### config.mk
export PLATFORM = sky130hd
export DESIGN_NAME = spi_txfifo_unpack
export DESIGN_NICKNAME = d
export VERILOG_FILES = /design/src/rtl/spi_txfifo_unpack.sv
export SDC_FILE = /design/constraint.sdc
export NUM_CORES = 1
export LEC_CHECK = 0
export CAP_MARGIN = 20
export CELL_PAD_IN_SITES_DETAIL_PLACEMENT = 2
export CELL_PAD_IN_SITES_GLOBAL_PLACEMENT = 2
export CORE_ASPECT_RATIO = 0.75
export CORE_MARGIN = 3
export CORE_UTILIZATION = 31
export DETAILED_ROUTE_END_ITERATION = 8
export PLACE_DENSITY = 0.68
export SYNTH_ARGS = -nofsm -noshare
export SYNTH_HDL_FRONTEND = slang
export SYNTH_SLANG_ARGS = --single-unit
export TNS_END_PERCENT = 5
### constraint.sdc
create_clock -name S_SYSCLK -period 5.55 [get_ports S_SYSCLK]
set_input_delay 1.665 -clock S_SYSCLK [delete_from_list [all_inputs] [get_ports S_SYSCLK]]
set_output_delay 1.665 -clock S_SYSCLK [all_outputs]
set_load 0.02 [all_outputs]
### src/rtl/spi_txfifo_unpack.sv
// Byte-wide SPI transmit FIFO: unpacks strobed 32-bit SPITF writes into 1- or 2-byte characters
// delivered over a req/ack handshake. Optional S_TXTHR watermark output under `SPI_TXF_WATERMARK_EN.
module spi_txfifo_unpack #(
    parameter int DEPTH_BYTES   = 32,
    parameter int CHAR_NBITS    = 16,
    parameter int TXF_WATERMARK = 16
) (
    input  logic                         S_SYSCLK,
    input  logic                         S_RESETN,
    input  logic                         S_FLUSH,
    input  logic                         S_WR_EN,
    input  logic [31:0]                  S_WDATA,
    input  logic [3:0]                   S_WSTRB,
    input  logic [3:0]                   S_CHAR_LEN,
    input  logic                         S_CHAR_REQ,
    output logic                         S_CHAR_ACK,
    output logic [CHAR_NBITS-1:0]        S_CHAR_DATA,
    output logic [$clog2(DEPTH_BYTES):0] S_TXCNT,
    output logic                         S_TXE,
    output logic                         S_TNF,
    output logic                         S_OVF
`ifdef SPI_TXF_WATERMARK_EN
    ,
    output logic                         S_TXTHR
`endif
);

    localparam int AW = $clog2(DEPTH_BYTES);
    localparam int CW = AW + 1;
    localparam logic [CW-1:0] DEPTH_C = CW'(DEPTH_BYTES);

    generate
        if ((DEPTH_BYTES < 32'sd8) || (DEPTH_BYTES > 32'sd64) ||
            ((DEPTH_BYTES & (DEPTH_BYTES - 32'sd1)) != 32'sd0) ||
            (CHAR_NBITS < 32'sd9) || (CHAR_NBITS > 32'sd16) ||
            (TXF_WATERMARK < 32'sd0) || (TXF_WATERMARK > DEPTH_BYTES)) begin : g_bad_params
            $error("spi_txfifo_unpack: unsupported parameter set");
        end
    endgenerate

    typedef enum logic [1:0] {
        ST_IDLE = 2'd0,
        ST_ACK  = 2'd1,
        ST_HOLD = 2'd2
    } state_t;

    function automatic logic [2:0] popcount4(input logic [3:0] v);
        return 3'(v[0]) + 3'(v[1]) + 3'(v[2]) + 3'(v[3]);
    endfunction

    logic [7:0]            mem_r [DEPTH_BYTES];
    logic [AW-1:0]         wr_ptr_r;
    logic [AW-1:0]         rd_ptr_r;
    logic [CW-1:0]         count_r;
    state_t                state_r;
    state_t                state_next_s;

    logic                  ack_r;
    logic [CHAR_NBITS-1:0] data_r;
    logic                  ovf_r;
    logic                  txe_r;
    logic                  tnf_r;
    logic [CW-1:0]         txcnt_r;

    logic [2:0]            wr_n_s;
    logic [CW-1:0]         free_s;
    logic                  wr_push_s;
    logic                  wr_ovf_s;
    logic [AW-1:0]         lane_addr_s [4];
    logic [1:0]            need_s;
    logic                  pop_s;
    logic [CW-1:0]         count_next_s;
    logic [15:0]           raw_char_s;
    logic [15:0]           len_mask_s;
    logic [CHAR_NBITS-1:0] char_s;

    // Write admission is all-or-nothing against the free space seen before this cycle's pop.
    always_comb begin
        wr_n_s    = popcount4(S_WSTRB);
        free_s    = DEPTH_C - count_r;
        wr_push_s = 1'b0;
        wr_ovf_s  = 1'b0;
        if (S_WR_EN && !S_FLUSH && (wr_n_s != 3'd0)) begin
            if (free_s >= CW'(wr_n_s)) begin
                wr_push_s = 1'b1;
            end else begin
                wr_ovf_s = 1'b1;
            end
        end else begin
            wr_push_s = 1'b0;
            wr_ovf_s  = 1'b0;
        end
    end

    // Strobed lanes are packed at consecutive addresses; unstrobed lanes consume no slot.
    always_comb begin
        lane_addr_s[0] = wr_ptr_r;
        lane_addr_s[1] = wr_ptr_r + AW'(popcount4({3'b000, S_WSTRB[0]}));
        lane_addr_s[2] = wr_ptr_r + AW'(popcount4({2'b00, S_WSTRB[1:0]}));
        lane_addr_s[3] = wr_ptr_r + AW'(popcount4({1'b0, S_WSTRB[2:0]}));
    end

    // Byte storage; not reset because occupancy is tracked solely by count_r.
    always_ff @(posedge S_SYSCLK) begin
        for (int i = 0; i < 4; i++) begin
            if (wr_push_s && S_WSTRB[i]) begin
                mem_r[lane_addr_s[i]] <= S_WDATA[8*i +: 8];
            end
        end
    end

    // Character assembly: little-endian byte pair, bits above LEN forced to zero.
    always_comb begin
        need_s     = (S_CHAR_LEN > 4'd7) ? 2'd2 : 2'd1;
        raw_char_s = (S_CHAR_LEN > 4'd7) ? {mem_r[rd_ptr_r + AW'(1)], mem_r[rd_ptr_r]}
                                         : {8'h00, mem_r[rd_ptr_r]};
        len_mask_s = (16'd2 << S_CHAR_LEN) - 16'd1;
        char_s     = CHAR_NBITS'(raw_char_s & len_mask_s);
    end

    // Handshake FSM next state; flush overrides and parks in HOLD while req is still high.
    always_comb begin
        state_next_s = state_r;
        pop_s        = 1'b0;
        if (S_FLUSH) begin
            state_next_s = S_CHAR_REQ ? ST_HOLD : ST_IDLE;
        end else begin
            case (state_r)
                ST_IDLE: begin
                    if (S_CHAR_REQ && (count_r >= CW'(need_s))) begin
                        pop_s        = 1'b1;
                        state_next_s = ST_ACK;
                    end else begin
                        state_next_s = ST_IDLE;
                    end
                end
                ST_ACK: begin
                    state_next_s = ST_HOLD;
                end
                ST_HOLD: begin
                    if (!S_CHAR_REQ) begin
                        state_next_s = ST_IDLE;
                    end else begin
                        state_next_s = ST_HOLD;
                    end
                end
                default: begin
                    state_next_s = ST_IDLE;
                end
            endcase
        end
    end

    // Occupancy after this cycle's push and pop.
    always_comb begin
        count_next_s = count_r;
        if (S_FLUSH) begin
            count_next_s = {CW{1'b0}};
        end else begin
            count_next_s = count_r
                         + (wr_push_s ? CW'(wr_n_s) : {CW{1'b0}})
                         - (pop_s ? CW'(need_s) : {CW{1'b0}});
        end
    end

    // Pointer, count and FSM state registers.
    always_ff @(posedge S_SYSCLK or negedge S_RESETN) begin
        if (!S_RESETN) begin
            wr_ptr_r <= {AW{1'b0}};
            rd_ptr_r <= {AW{1'b0}};
            count_r  <= {CW{1'b0}};
            state_r  <= ST_IDLE;
        end else if (S_FLUSH) begin
            wr_ptr_r <= {AW{1'b0}};
            rd_ptr_r <= {AW{1'b0}};
            count_r  <= {CW{1'b0}};
            state_r  <= state_next_s;
        end else begin
            if (wr_push_s) begin
                wr_ptr_r <= wr_ptr_r + AW'(wr_n_s);
            end
            if (pop_s) begin
                rd_ptr_r <= rd_ptr_r + AW'(need_s);
            end
            count_r <= count_next_s;
            state_r <= state_next_s;
        end
    end

    // Registered handshake and status outputs, all derived from the post-update count.
    always_ff @(posedge S_SYSCLK or negedge S_RESETN) begin
        if (!S_RESETN) begin
            ack_r   <= 1'b0;
            data_r  <= {CHAR_NBITS{1'b0}};
            ovf_r   <= 1'b0;
            txe_r   <= 1'b1;
            tnf_r   <= 1'b1;
            txcnt_r <= DEPTH_C;
        end else begin
            ack_r <= pop_s;
            if (pop_s) begin
                data_r <= char_s;
            end
            ovf_r   <= wr_ovf_s;
            txe_r   <= (count_next_s == {CW{1'b0}});
            tnf_r   <= (count_next_s < DEPTH_C);
            txcnt_r <= DEPTH_C - count_next_s;
        end
    end

    assign S_CHAR_ACK  = ack_r;
    assign S_CHAR_DATA = data_r;
    assign S_OVF       = ovf_r;
    assign S_TXE       = txe_r;
    assign S_TNF       = tnf_r;
    assign S_TXCNT     = txcnt_r;

`ifdef SPI_TXF_WATERMARK_EN
    logic thr_r;

    // Free-space watermark flag feeding the TXT interrupt.
    always_ff @(posedge S_SYSCLK or negedge S_RESETN) begin
        if (!S_RESETN) begin
            thr_r <= 1'b1;
        end else begin
            thr_r <= ((DEPTH_C - count_next_s) >= CW'(TXF_WATERMARK));
        end
    end

    assign S_TXTHR = thr_r;
`endif

endmodule

=== Yosys cells after proc, flatten, opt, wreduce, memory -nomap -nowiden ===
Memory sizes are Yosys's and may differ from the RTL's.
Cells that the tools add are included.
W data, S select, Z words.

* Multiplexer cells: 29
* Add/subtract/negate cells: 14
* Eq/ne operators: 2
* Reduce and logical (&&, ||, !) cells: 13
* Bitwise operators: 1
* Shift-type cells: 1
* Magnitude comparators: 4

{| class="wikitable"
|+ Operators by type and width
! kind !! count
|-
| $mux W5 || 4
|-
| $and A16 B16 Y16 || 1
|-
| $mux W1 || 16
|-
| $mux W16 || 1
|-
| $shl A2 B4 Y16 const A || 1
|-
| $sub A16 B1 Y16 const B || 1
|-
| $add A5 B3 Y5 || 3
|-
| $mux W6 || 2
|-
| $sub A6 B6 Y6 const A || 2
|-
| $mux W2 || 4
|-
| $logic_and A1 B1 Y1 || 7
|-
| $add A6 B3 Y6 || 1
|-
| $ge A6 B2 Y1 || 1
|-
| $ge A6 B3 Y1 || 1
|-
| $logic_not A6 Y1 || 1
|-
| $lt A6 B6 Y1 const B || 1
|-
| $pmux W2 S3 || 1
|-
| $sub A6 B2 Y6 || 1
|-
| $add A5 B1 Y5 || 1
|-
| $add A5 B1 Y5 const B || 1
|-
| $add A5 B2 Y5 || 1
|-
| $gt A4 B3 Y1 const B || 1
|-
| $reduce_bool A2 Y1 || 2
|-
| $add A2 B1 Y3 || 1
|-
| other kinds (8) || 8
|}

* Memories kept: 1
* Bits in writable memories: 256
* Bits in registers: 44
* Output and inout port bits: 26

{| class="wikitable"
|+ Memories
! name !! words !! bits a word !! read ports !! clocked after memory_dff !! write ports !! RTL line !! RTL
|-
| mem_r || 32 || 8 || 2 || 0 || 4 || 51 || <nowiki>logic [7:0] mem_r [DEPTH_BYTES];</nowiki>
|}

=== Logic depth before layout (Yosys ltp) ===
* Word-level depth: 11
* Mapped depth: 25
* Depth with buffers taken out: 20

=== Worst setup path after synthesis ===
Ideal clock, no wire load.

* Kind: input port to flip-flop
* Start point: input port S_WSTRB[0]
* End point: register txcnt_r[5] (netlist: S_TXCNT[5])
* Setup time: 0.083 ns
* Data arrival time: 6.817 ns
* Cell stages on the path: 24
* Buffers on the path: 5
* Path slack: -1.349 ns
* Cells stage by stage: fa_1 ha_1 fa_1 inv_1 ha_1 o21ai_0 a21o_1 buf_2 buf_1 a21oi_2 buf_2 buf_2 buf_1 nand2_1 fa_1 inv_1 fa_1 a21o_1 a21oi_1 xnor2_1 nor2_1 nor2_1 nand2_1 xor2_1

* Cells in the longest elaborated chain, start to end: 11
* Elaborated cells between the ends (all ways): 13

{| class="wikitable"
|+ Ends and longest elaborated chain
! item !! RTL line !! RTL
|-
| start: declaration || 13 || <nowiki>input logic [3:0] S_WSTRB,</nowiki>
|-
| $add A1 B1 Y2 * || 48 || <nowiki>return 3'(v[0]) + 3'(v[1]) + 3'(v[2]) + 3'(v[3]);</nowiki>
|-
| $add A2 B1 Y3 * || 48 ||
|-
| $add A3 B1 Y3 * || 48 ||
|-
| $ge A6 B3 Y1 or $reduce_bool A3 Y1 (tied branches) || 84, 83 ||
|-
| $mux W1 or $logic_and A1 B1 Y1 (tied branches) || 84, 83 ||
|-
| $mux W1 || 83 || <nowiki>if (S_WR_EN && !S_FLUSH && (wr_n_s != 3'd0)) begin</nowiki>
|-
| $mux W3 * || 161 || <nowiki>+ (wr_push_s ? CW'(wr_n_s) : {CW{1'b0}})</nowiki>
|-
| $add A6 B3 Y6 * || 161 ||
|-
| $sub A6 B2 Y6 * || 162 || <nowiki>- (pop_s ? CW'(need_s) : {CW{1'b0}});</nowiki>
|-
| $mux W6 * || 157 || <nowiki>if (S_FLUSH) begin</nowiki>
|-
| $sub A6 B6 Y6 * || 207 || <nowiki>txcnt_r <= DEPTH_C - count_next_s;</nowiki>
|-
| end signal: assignment || 207 ||
|-
| end: declaration || 63 || <nowiki>logic [CW-1:0] txcnt_r;</nowiki>
|}

Every way passes the cells marked *; elsewhere a longest branch is shown, timed or not.
A chain may end at the register's enable or synchronous reset.

==> impl_metrics.env <==
export IMPL_drive_gt1_frac=0.275
export IMPL_num_io_pins=71
export IMPL_endpoint="mem_r[30][1]"
export IMPL_startpoint="S_WSTRB[0]"
export IMPL_synth_edf_count=256
export IMPL_die_w_um=331
export IMPL_arrival_ns=5.92
export IMPL_max_slew_margin_rel=0.187
export IMPL_cts_root_buf="clkbuf_16"
export IMPL_port_buffers=70
export IMPL_end_kind="flop"
export IMPL_max_vdd_ir_drop_uv=313
export IMPL_fmax_mhz=177
export IMPL_synth_area_top_cells="edfxtp_1 31%, mux4_2 14%, nand2_1 4.2%"
export IMPL_post_route_util=0.397
export IMPL_syn_inst=2548
export IMPL_crit_fanout=75
export IMPL_rsz0062_at_grt="true"
export IMPL_grt_pass1_vias=27700
export IMPL_antenna_found_initial=31
export IMPL_rr_worst_depth=10
export IMPL_fin_worst_skew_ns=0.0216
export IMPL_gp_congestion=1.04
export IMPL_setup_ws_ns=-0.0922
export IMPL_async_flop_share=0.144
export IMPL_synthDominantCellAreaShare=0.313
export IMPL_power_mw=10.8
export IMPL_synthDistinctLibCells=93
export IMPL_setup_viol_count_final=40
export IMPL_cts_tree="built"
export IMPL_yosysTopAreaCell="edfxtp_1"
export IMPL_nFillCells=8427
export IMPL_area_growth_syn_to_layout_pct=25.7
export IMPL_failed_checks="negative setup slack"
export IMPL_cp_slowest_cell="buf_4"
export IMPL_num_rows=88
export IMPL_vias=27900
export IMPL_synth_seq_cells=299
export IMPL_grt_total_usage=0.408
export IMPL_drt_total_wl_mm=172
export IMPL_status="finished, violations left"
export IMPL_die_area_sq_um=82600
export IMPL_crit_family="buffers and inverters"
export IMPL_dp_hpwl_mm=127
export IMPL_grt_max_degree=76
export IMPL_core_area_sq_um=77600
export IMPL_min_period_ns=5.64
export IMPL_required_ns=5.83
export IMPL_path_class="input pin to flop"
export IMPL_worst_pin_slew_ns=1.22
export IMPL_maxCapViolations=0
export IMPL_grt_pass1_wl_mm=234
export IMPL_finalCritPeriodShare=1.02
export IMPL_ys_flop_type="edfxtp_1"
export IMPL_critPathLaunchType="input pin"
export IMPL_path_cells="dlygate4sd2_1 -> fa_1 -> ha_2 -> fa_2 -> inv_1 -> ha_1 -> o21ai_2 -> a21o_1 -> a21oi_4 -> buf_4 -> nand4b_1 -> buf_4 -> o211ai_1 -> buf_4"
export IMPL_hold_violations=0
export IMPL_synth_avg_cell_area_sq_um=9.63
export IMPL_yosysSeqAreaShare=0.357
export IMPL_slew_viol_final=0
export IMPL_syn_num_nets=2636
export IMPL_wl_per_cell_um=43.4
export IMPL_synth_common_cells="273 x nand2_1, 256 x edfxtp_1, 232 x nor2_1"
export IMPL_cp_slowest_stage_delay_ns=0.81
export IMPL_yosysWarnings=0
export IMPL_start_util=0.316
export IMPL_r2r_end="mem_r[7][4]"
export IMPL_dr_pass1_iters=5
export IMPL_synth_most_common_cell="nand2_1"
export IMPL_power_density_nw_per_um2=350
export IMPL_die_y_um=250
export IMPL_syn_area_sq_um=24500
export IMPL_r2r_start="wr_ptr_r[1]"
export IMPL_cts_buffers=37
export IMPL_vias_per_cell=7.04
export IMPL_clkLatencyLatePin_ns=0.59
export IMPL_clockBufferDepth=3
export IMPL_route_detailed_drc=0
export IMPL_cts_num_sinks=299
export IMPL_cp_depth=14
export IMPL_grt_overflow=0
export IMPL_drtIter0Drc=4256
export IMPL_htreeDepth=2
export IMPL_worst_r2r_setup_slack_ns=1.41
export IMPL_clkTransAtPathRegs_ns=0.06
export IMPL_leakagePower_nw=10.9
export IMPL_nets=2983
export IMPL_critPathBufInv=5
export IMPL_ant_nets=0
export IMPL_crit_top_cell="buf_4"
export IMPL_min_delay_path_class="flop to flop"
worst min-delay path: stages, from the launching register on:
cell	delay, ns
dfrtp_1	0.34
nand2_1	0.05
o31ai_1	0.06
where the power goes:
part	internal (mW)	switching (mW)	total (mW)
registers	2.64	0.177	2.82
clock network	1.45	1.09	2.54
logic	1.88	3.56	5.44
metal layers:
layer / vias up / part of all wire / track usage
met3: 619 / 0.14 / 0.155
met5: - / 0.00095 / 0
li1: 10700 / - / -
met1: 14400 / 0.39 / 0.541
met4: 26 / 0.068 / 0.226
met2: 2185 / 0.40 / 0.568
cells by family after synthesis:
group,count (synthesis),share of synthesized area
compound gates,849,0.243
xor+xnor,33,0.0118
fa+ha+maj,43,0.0244
buf+inv,312,0.0514
flops,299,0.357
mux,217,0.164
simple gates,795,0.148
registers in the layout (all words and copies together), names as in the netlist:
signal / flops
S_CHAR_ACK: 1
S_CHAR_DATA: 16
S_OVF: 1
S_TNF: 1
S_TXCNT: 6
S_TXE: 1
count_r: 5
mem_r: 256
rd_ptr_r: 5
state_r: 2
wr_ptr_r: 5
per-stage QoR:
stage	TNS (ns)	setup WS, ns	area (sq um)	hold WS [ns]	instances
finish	-1.92	-0.0922	30800	0.484	3968
global route	-12.20	-0.165	30800	0.521	3958
CTS	-0.344	-0.0398	30700	0.487	3953
detailed placement	-321.09	-0.915	29500	0.473	3884
global placement	-258.35	-0.779	29500	0.462	3884
floorplan	-5.48	-0.688	24600	0.518	2548
worst min path at each step:
stage | start | end | slack (ns) | depth (start not counted)
2_1_floorplan | state_r[1] | state_r[1] | 0.52 | 2
3_3_place_gp | S_CHAR_DATA[3] | S_CHAR_DATA[3] | 0.46 | 2
3_5_place_dp | S_CHAR_DATA[3] | S_CHAR_DATA[3] | 0.47 | 2
4_1_cts | S_CHAR_DATA[3] | S_CHAR_DATA[3] | 0.49 | 2
5_1_grt | S_CHAR_DATA[3] | S_CHAR_DATA[3] | 0.52 | 2
6_report | S_CHAR_DATA[3] | S_CHAR_DATA[3] | 0.48 | 2
layout by cell type (no fill, tap or decap), types with 19 or more instances in the layout:
cell type | synthesis | layout
o211ai_1 | 71 | 71
clkbuf_16 | 0 | 39
nand4_1 | 28 | 28
a21oi_1 | 202 | 200
a211oi_1 | 42 | 41
nor3_1 | 50 | 48
nor2_1 | 232 | 230
buf_4 | 7 | 472
mux4_2 | 148 | 148
clkdlybuf4s50_1 | 0 | 58
o221a_2 | 21 | 21
a221oi_1 | 19 | 19
o21ai_0 | 116 | 115
mux2i_1 | 60 | 60
ha_1 | 35 | 29
dfrtp_1 | 40 | 38
o221ai_1 | 24 | 24
or3_1 | 21 | 21
a22oi_1 | 43 | 43
o22ai_1 | 60 | 60
xnor2_1 | 20 | 19
a21o_1 | 35 | 35
a221o_1 | 24 | 24
nand3_1 | 90 | 90
nand2_1 | 273 | 272
a31oi_1 | 28 | 28
inv_1 | 54 | 54
edfxtp_1 | 256 | 256
buf_12 | 0 | 21
layout make-up:
type                            instances  area (sq um)  area share
Inverter                               55           206     0.00670
Sequential cell                       299          8770       0.285
Tap cell                             1035          1290      0.0420
Clock inverter                         18           183     0.00592
Multi-Input combinational cell       1937         14700       0.475
Timing Repair Buffer                  565          4670       0.151
Antenna cell                           10          25.0    0.000812
Clock buffer                           49          1030      0.0334
timing repair:
item	4_1_cts	5_1_grt
resized for setup	8	6
endpoints found under the setup margin	299	287
pin swaps	8	8
hold buffers	0	0
setup buffers	2	3
No activity file was read; power rests on OpenSTA's default activity.
